File: src/rtl/decode_issue_ctrl.sv
`default_nettype none
// +--------------------------------------------------------------------------+
// | decode_issue_ctrl: IR holding, hazard scoreboard and issue handshake.    |
// | Revision: 1.0                                                            |
// +--------------------------------------------------------------------------+
module decode_issue_ctrl #(
  parameter int P_XLEN    = 32,
  parameter int P_ZONE_SZ = 2
) (
  input  logic                 clk_i,
  input  logic                 reset_i,
  input  logic                 ifq_valid_i,
  input  logic [31:0]          ifq_ins_i,
  input  logic [P_XLEN-1:0]    ifq_pc_i,
  output logic                 ifq_ready_o,
  output logic [31:0]          dec_ins_o,
  input  logic                 dec_ins_err_i,
  input  logic [P_ZONE_SZ-1:0] dec_zone_i,
  input  logic                 dec_csr_access_i,
  output logic                 exs_valid_o,
  input  logic                 exs_ready_i,
  output logic [31:0]          exs_ins_o,
  output logic [P_XLEN-1:0]    exs_pc_o,
  output logic                 exs_ins_err_o,
  input  logic                 csr_done_i,
  input  logic                 ldq_wb_valid_i,
  input  logic [4:0]           ldq_wb_addr_i,
  input  logic                 flush_i,
  output logic                 hazard_o
);

  localparam logic [P_ZONE_SZ-1:0] C_ZONE_LOADQ = P_ZONE_SZ'(2);

  localparam logic [6:0] C_OP_LUI    = 7'b0110111;
  localparam logic [6:0] C_OP_AUIPC  = 7'b0010111;
  localparam logic [6:0] C_OP_JAL    = 7'b1101111;
  localparam logic [6:0] C_OP_JALR   = 7'b1100111;
  localparam logic [6:0] C_OP_BRANCH = 7'b1100011;
  localparam logic [6:0] C_OP_LOAD   = 7'b0000011;
  localparam logic [6:0] C_OP_STORE  = 7'b0100011;
  localparam logic [6:0] C_OP_OPIMM  = 7'b0010011;
  localparam logic [6:0] C_OP_OP     = 7'b0110011;
  localparam logic [6:0] C_OP_SYSTEM = 7'b1110011;
  localparam logic [6:0] C_OP_FENCE  = 7'b0001111;

  typedef enum logic [1:0] {
    ST_RUN       = 2'd0,
    ST_CSR_WAIT  = 2'd1,
    ST_TRAP_WAIT = 2'd2
  } state_t;

  state_t              state_q, state_d;
  logic                ir_valid_q, ir_valid_d;
  logic [31:0]         ir_q, ir_d;
  logic [P_XLEN-1:0]   pc_q, pc_d;
  logic [31:0]         sb_q, sb_d;

  logic [6:0] w_opcode;
  logic [2:0] w_funct3;
  logic [4:0] w_rs1, w_rs2, w_rd;
  logic       w_uses_rs1, w_uses_rs2, w_writes_rd;
  logic       w_hit, w_serial, w_blk, w_fire, w_accept;

  assign w_opcode = ir_q[6:0];
  assign w_funct3 = ir_q[14:12];
  assign w_rd     = ir_q[11:7];
  assign w_rs1    = ir_q[19:15];
  assign w_rs2    = ir_q[24:20];

  always_comb begin
    w_uses_rs1  = !((w_opcode == C_OP_LUI) || (w_opcode == C_OP_AUIPC) ||
                    (w_opcode == C_OP_JAL) ||
                    ((w_opcode == C_OP_SYSTEM) && w_funct3[2]));
    w_uses_rs2  = (w_opcode == C_OP_BRANCH) || (w_opcode == C_OP_STORE) ||
                  (w_opcode == C_OP_OP);
    w_writes_rd = (w_opcode == C_OP_LUI) || (w_opcode == C_OP_AUIPC) ||
                  (w_opcode == C_OP_JAL) || (w_opcode == C_OP_JALR) ||
                  (w_opcode == C_OP_LOAD) || (w_opcode == C_OP_OPIMM) ||
                  (w_opcode == C_OP_OP) ||
                  ((w_opcode == C_OP_SYSTEM) && (w_funct3 != 3'd0));
  end

  // Registered scoreboard only: a writeback unblocks the following cycle.
  always_comb begin
    w_hit    = (w_uses_rs1  && (w_rs1 != 5'd0) && sb_q[w_rs1]) ||
               (w_uses_rs2  && (w_rs2 != 5'd0) && sb_q[w_rs2]) ||
               (w_writes_rd && (w_rd  != 5'd0) && sb_q[w_rd]);
    w_serial = (dec_csr_access_i || (w_opcode == C_OP_FENCE)) && (sb_q != 32'd0);
    w_blk    = w_hit || w_serial || (state_q != ST_RUN);
  end

  assign exs_valid_o   = !reset_i && ir_valid_q && !w_blk && !flush_i;
  assign w_fire        = exs_valid_o && exs_ready_i;
  assign ifq_ready_o   = !reset_i && !flush_i && (!ir_valid_q || w_fire);
  assign hazard_o      = !reset_i && ir_valid_q && w_blk;
  assign w_accept      = ifq_valid_i && ifq_ready_o;
  assign dec_ins_o     = ir_q;
  assign exs_ins_o     = ir_q;
  assign exs_pc_o      = pc_q;
  assign exs_ins_err_o = dec_ins_err_i;

  always_comb begin
    ir_valid_d = ir_valid_q;
    ir_d       = ir_q;
    pc_d       = pc_q;
    if (flush_i) begin
      ir_valid_d = 1'b0;
    end else if (w_accept) begin
      ir_valid_d = 1'b1;
      ir_d       = ifq_ins_i;
      pc_d       = ifq_pc_i;
    end else if (w_fire) begin
      ir_valid_d = 1'b0;
    end
  end

  always_comb begin
    state_d = state_q;
    if (flush_i) begin
      state_d = ST_RUN;
    end else begin
      case (state_q)
        ST_RUN: begin
          if (w_fire && dec_ins_err_i)         state_d = ST_TRAP_WAIT;
          else if (w_fire && dec_csr_access_i) state_d = ST_CSR_WAIT;
        end
        ST_CSR_WAIT:  if (csr_done_i) state_d = ST_RUN;
        ST_TRAP_WAIT: state_d = ST_TRAP_WAIT;
        default:      state_d = ST_RUN;
      endcase
    end
  end

  // Clear applied before set so a same-register collision leaves the bit set.
  always_comb begin
    sb_d = sb_q;
    if (ldq_wb_valid_i) sb_d[ldq_wb_addr_i] = 1'b0;
    if (w_fire && (dec_zone_i == C_ZONE_LOADQ) && (w_rd != 5'd0)) sb_d[w_rd] = 1'b1;
  end

  always_ff @(posedge clk_i) begin
    if (reset_i) begin
      state_q    <= ST_RUN;
      ir_valid_q <= 1'b0;
      ir_q       <= 32'd0;
      pc_q       <= '0;
      sb_q       <= 32'd0;
    end else begin
      state_q    <= state_d;
      ir_valid_q <= ir_valid_d;
      ir_q       <= ir_d;
      pc_q       <= pc_d;
      sb_q       <= sb_d;
    end
  end

endmodule
`default_nettype wire

File: config.mk
export PLATFORM = sky130hd
export DESIGN_NAME = decode_issue_ctrl
export DESIGN_NICKNAME = d
export VERILOG_FILES = /design/src/rtl/decode_issue_ctrl.sv
export SDC_FILE = /design/constraint.sdc
export NUM_CORES = 1
export LEC_CHECK = 0
export BUFFER_PORTS_ARGS = -buffer_cell sky130_fd_sc_hd__buf_2
export CORE_ASPECT_RATIO = 0.8
export CORE_MARGIN = 3
export CORE_UTILIZATION = 55
export DETAILED_ROUTE_END_ITERATION = 8
export PLACE_DENSITY_LB_ADDON = 0.08
export SKIP_LAST_GASP = 1
export SLEW_MARGIN = 20
export SYNTH_ARGS = -nofsm -noshare
export SYNTH_HDL_FRONTEND = slang
export SYNTH_SLANG_ARGS = --single-unit
File: constraint.sdc
create_clock -name clk_i -period 8.6 [get_ports clk_i]
set_input_delay 0.43 -clock clk_i [delete_from_list [all_inputs] [get_ports clk_i]]
set_output_delay 0.43 -clock clk_i [all_outputs]
set_load 0.1 [all_outputs]
==> impl_metrics.env <==
export IMPL_status="finished clean"
export IMPL_netlist_instances=551
export IMPL_r2r_end="exs_pc_o[0]"
export IMPL_clock_sinks=99
export IMPL_synthDominantCellAreaShare=0.360
export IMPL_slew_headroom=0.330
export IMPL_yosys_register_bits=99
export IMPL_r2r_start="dec_ins_o[17]"
export IMPL_hpwl_mm=11.1
export IMPL_finalMaxSlewViolations=0
export IMPL_firstDrtPassIters=5
export IMPL_start_util=0.568
export IMPL_wl_mm=15.3
export IMPL_rsz0062_at_grt="no"
export IMPL_grt_pass1_vias=4446
export IMPL_clkTransAtPathRegs_ns=0.06
export IMPL_seqPwrFrac=0.378
export IMPL_cpPeakStageDelay_ns=0.69
export IMPL_grt_max_degree=103
export IMPL_min_from="ifq_pc_i[14]"
export IMPL_synth_top_area_cell="dfxtp_1"
export IMPL_setup_reg_to_reg_worst_slack_ns=5.05
export IMPL_powerDensity_nw_per_um2=211
export IMPL_syn_area_um2=5510
export IMPL_fmax_mhz=221
export IMPL_hold_path_class="input port to flop"
export IMPL_finalCriticalPeriod_ns=4.52
export IMPL_crit_slowest_cell="dfxtp_1"
export IMPL_worstSkewPairLatency_ns=0.34
export IMPL_ir_drop_mv=0.122
export IMPL_path_buf_inv=1
export IMPL_p_int_w=0.000826
export IMPL_num_vias=4802
export IMPL_die_x_um=118
export IMPL_min_to="exs_pc_o[14]"
export IMPL_die_area_um2=11300
export IMPL_fin_skew_ns=0.00696
export IMPL_finalSetupTns_ns=0
export IMPL_core_area_um2=9690
export IMPL_clockRootBuffer="clkbuf_16"
export IMPL_switching_share=0.394
export IMPL_layout_commonest_cell="buf_2"
export IMPL_crit_family="compound AO/OA/AOI/OAI gates"
export IMPL_ant_nets=0
export IMPL_yosysWarningCount=0
export IMPL_yosys_top_cells_area="dfxtp_1 (36%), mux2_2 (12%), nor2b_1 (9.5%)"
export IMPL_critPathLaunchType="flop"
export IMPL_whs_path_depth=2
export IMPL_setup_viol=0
export IMPL_grt_pass1_wl_mm=23.6
export IMPL_period_share=0.526
export IMPL_cts_resized=0
export IMPL_cp_data_arrival_time_ns=4.09
export IMPL_synth_edff_count=0
export IMPL_reg2reg_depth=8
export IMPL_cp_required_ns=8.17
export IMPL_drtIter0Drc=464
export IMPL_leakagePower_nw=2.80
export IMPL_layout_nets=759
export IMPL_drive_above_1_share=0.409
export IMPL_clockPowerShare=0.303
export IMPL_wire_per_inst_um=18.7
export IMPL_syn_to_final_growth_pct=17.4
export IMPL_path_cells="mux2_2, or4_1, o2111ai_1, nor4b_2, a211oi_2, nand3_2, a21boi_0, buf_2"
export IMPL_drc_errors=0
export IMPL_grt_overflow_total=0
export IMPL_htreeDepth=3
export IMPL_comb_power_share=0.319
export IMPL_synth_area_per_cell_um2=9.99
export IMPL_antenna_found_initial=0
export IMPL_yosysSeqAreaShare=0.360
export IMPL_worst_pin_slew_ns=1.00
export IMPL_antenna_cells=0
export IMPL_p_sw_w=0.000537
export IMPL_die_h_um=95.5
export IMPL_synth_cell_types=50
export IMPL_rows=32
export IMPL_synth_nets=631
export IMPL_critical_path_class="flop to output port"
export IMPL_path_depth=8
export IMPL_boundaryPins=180
export IMPL_final_cell_mix="buf_2 (179), dfxtp_1 (99), nor2b_1 (84)"
export IMPL_portBuffers=179
export IMPL_maxCapViolCount=0
export IMPL_cts_tree="built"
export IMPL_synth_flop_cell="dfxtp_1"
export IMPL_post_cts_setup_buffer_count=0
export IMPL_grtUsageTotal=0.264
export IMPL_holdBufCountCts=0
export IMPL_async_reset_ff_frac=0
export IMPL_hold_violations=0
export IMPL_gp_congestion=0.976
export IMPL_worstPathMaxFanout=18
export IMPL_numCtsBuffers=9
export IMPL_clockBufferDepth=2
export IMPL_utilization=0.667
export IMPL_viasPerCell=5.87
export IMPL_end_kind="output port"
==> metrics by stage <==
step	setup WS, ns	power [W]	hold WS [ns]	std cells	area [µm²]
final	4.08	0.00136	0.291	818	6460
after CTS	4.09	0.00137	0.282	818	6460
after global routing	3.78	0.00141	0.289	818	6460
after detailed placement	4.49	0.000961	0.494	804	6160
after global placement	4.65	0.000955	0.475	804	6160
after floorplan	2.29	0.000906	0.444	551	5510
==> worst max-delay path by stage <==
stage / end / startpoint
finish: ifq_ready_o / dec_ins_o[17]
global route: ifq_ready_o / dec_ins_o[17]
CTS: exs_valid_o / dec_ins_o[17]
detailed placement: exs_valid_o / dec_ins_o[17]
global placement: exs_valid_o / dec_ins_o[17]
floorplan: exs_valid_o / dec_ins_o[17]
==> power groups by stage <==
stage / combinational, W / sequential [W] / clock (W)
final: 0.000435 / 0.000516 / 0.000413
after global routing: 0.000450 / 0.000522 / 0.000440
after CTS: 0.000436 / 0.000516 / 0.000421
after detailed placement: 0.000435 / 0.000526 / 0
after global placement: 0.000431 / 0.000524 / 0
after floorplan: 0.000215 / 0.000691 / 0
==> layout make-up <==
class                      count  area (µm²)
tap                          136         170
fill                         795        3230
multi-input combinational    385        3090
clock buffer                  11         233
inverter                       3        11.3
timing repair buffer         181         911
clock inverter                 3        65.1
sequential                    99        1980
==> registers in the layout (all words and copies together), names as in the netlist <==
signal      count
dec_ins_o      32
exs_pc_o       32
sb_q           32
state_q         2
ir_valid_q      1
==> layer usage <==
layer | GRT usage | up-vias | routed length, µm
li1 | - | 2234 | -
met1 | 0.350 | 2230 | 6400
met2 | 0.416 | 290 | 6880
met3 | 0.0824 | 48 | 1630
met4 | 0.0829 | 0 | 367
met5 | 0 | - | 0
==> cell families after synthesis <==
family | Yosys count | synth area share
compound gates | 69 | 0.0888
buf+inv | 67 | 0.0788
flops | 99 | 0.360
simple gates | 218 | 0.236
mux | 98 | 0.236
==> synthesized netlist by cell type (2+ instances only) <==
| cell type | number |
|---|---|
| dfxtp_1 | 99 |
| nor2b_1 | 84 |
| mux2_2 | 58 |
| nand2_1 | 37 |
| buf_4 | 33 |
| o31ai_1 | 30 |
| nand3b_1 | 20 |
| mux4_2 | 19 |
| o21ai_0 | 18 |
| clkbuf_1 | 17 |
| mux2i_1 | 13 |
| nor4_1 | 11 |
| nand3_1 | 10 |
| nor2_1 | 9 |
| mux2_1 | 8 |
| buf_6 | 7 |
| nor3_1 | 7 |
| nand2b_1 | 6 |
| and3_1 | 5 |
| buf_2 | 5 |
| nor3b_1 | 5 |
| nand4_1 | 4 |
| nor4b_1 | 4 |
| a21oi_1 | 3 |
| inv_1 | 3 |
| o22ai_1 | 3 |
| or2_2 | 3 |
| or4_1 | 3 |
| a31oi_1 | 2 |
| and3b_1 | 2 |
| buf_1 | 2 |
| o2111ai_1 | 2 |
| or3_1 | 2 |
Note: power is estimated with default switching activity, not from simulation.
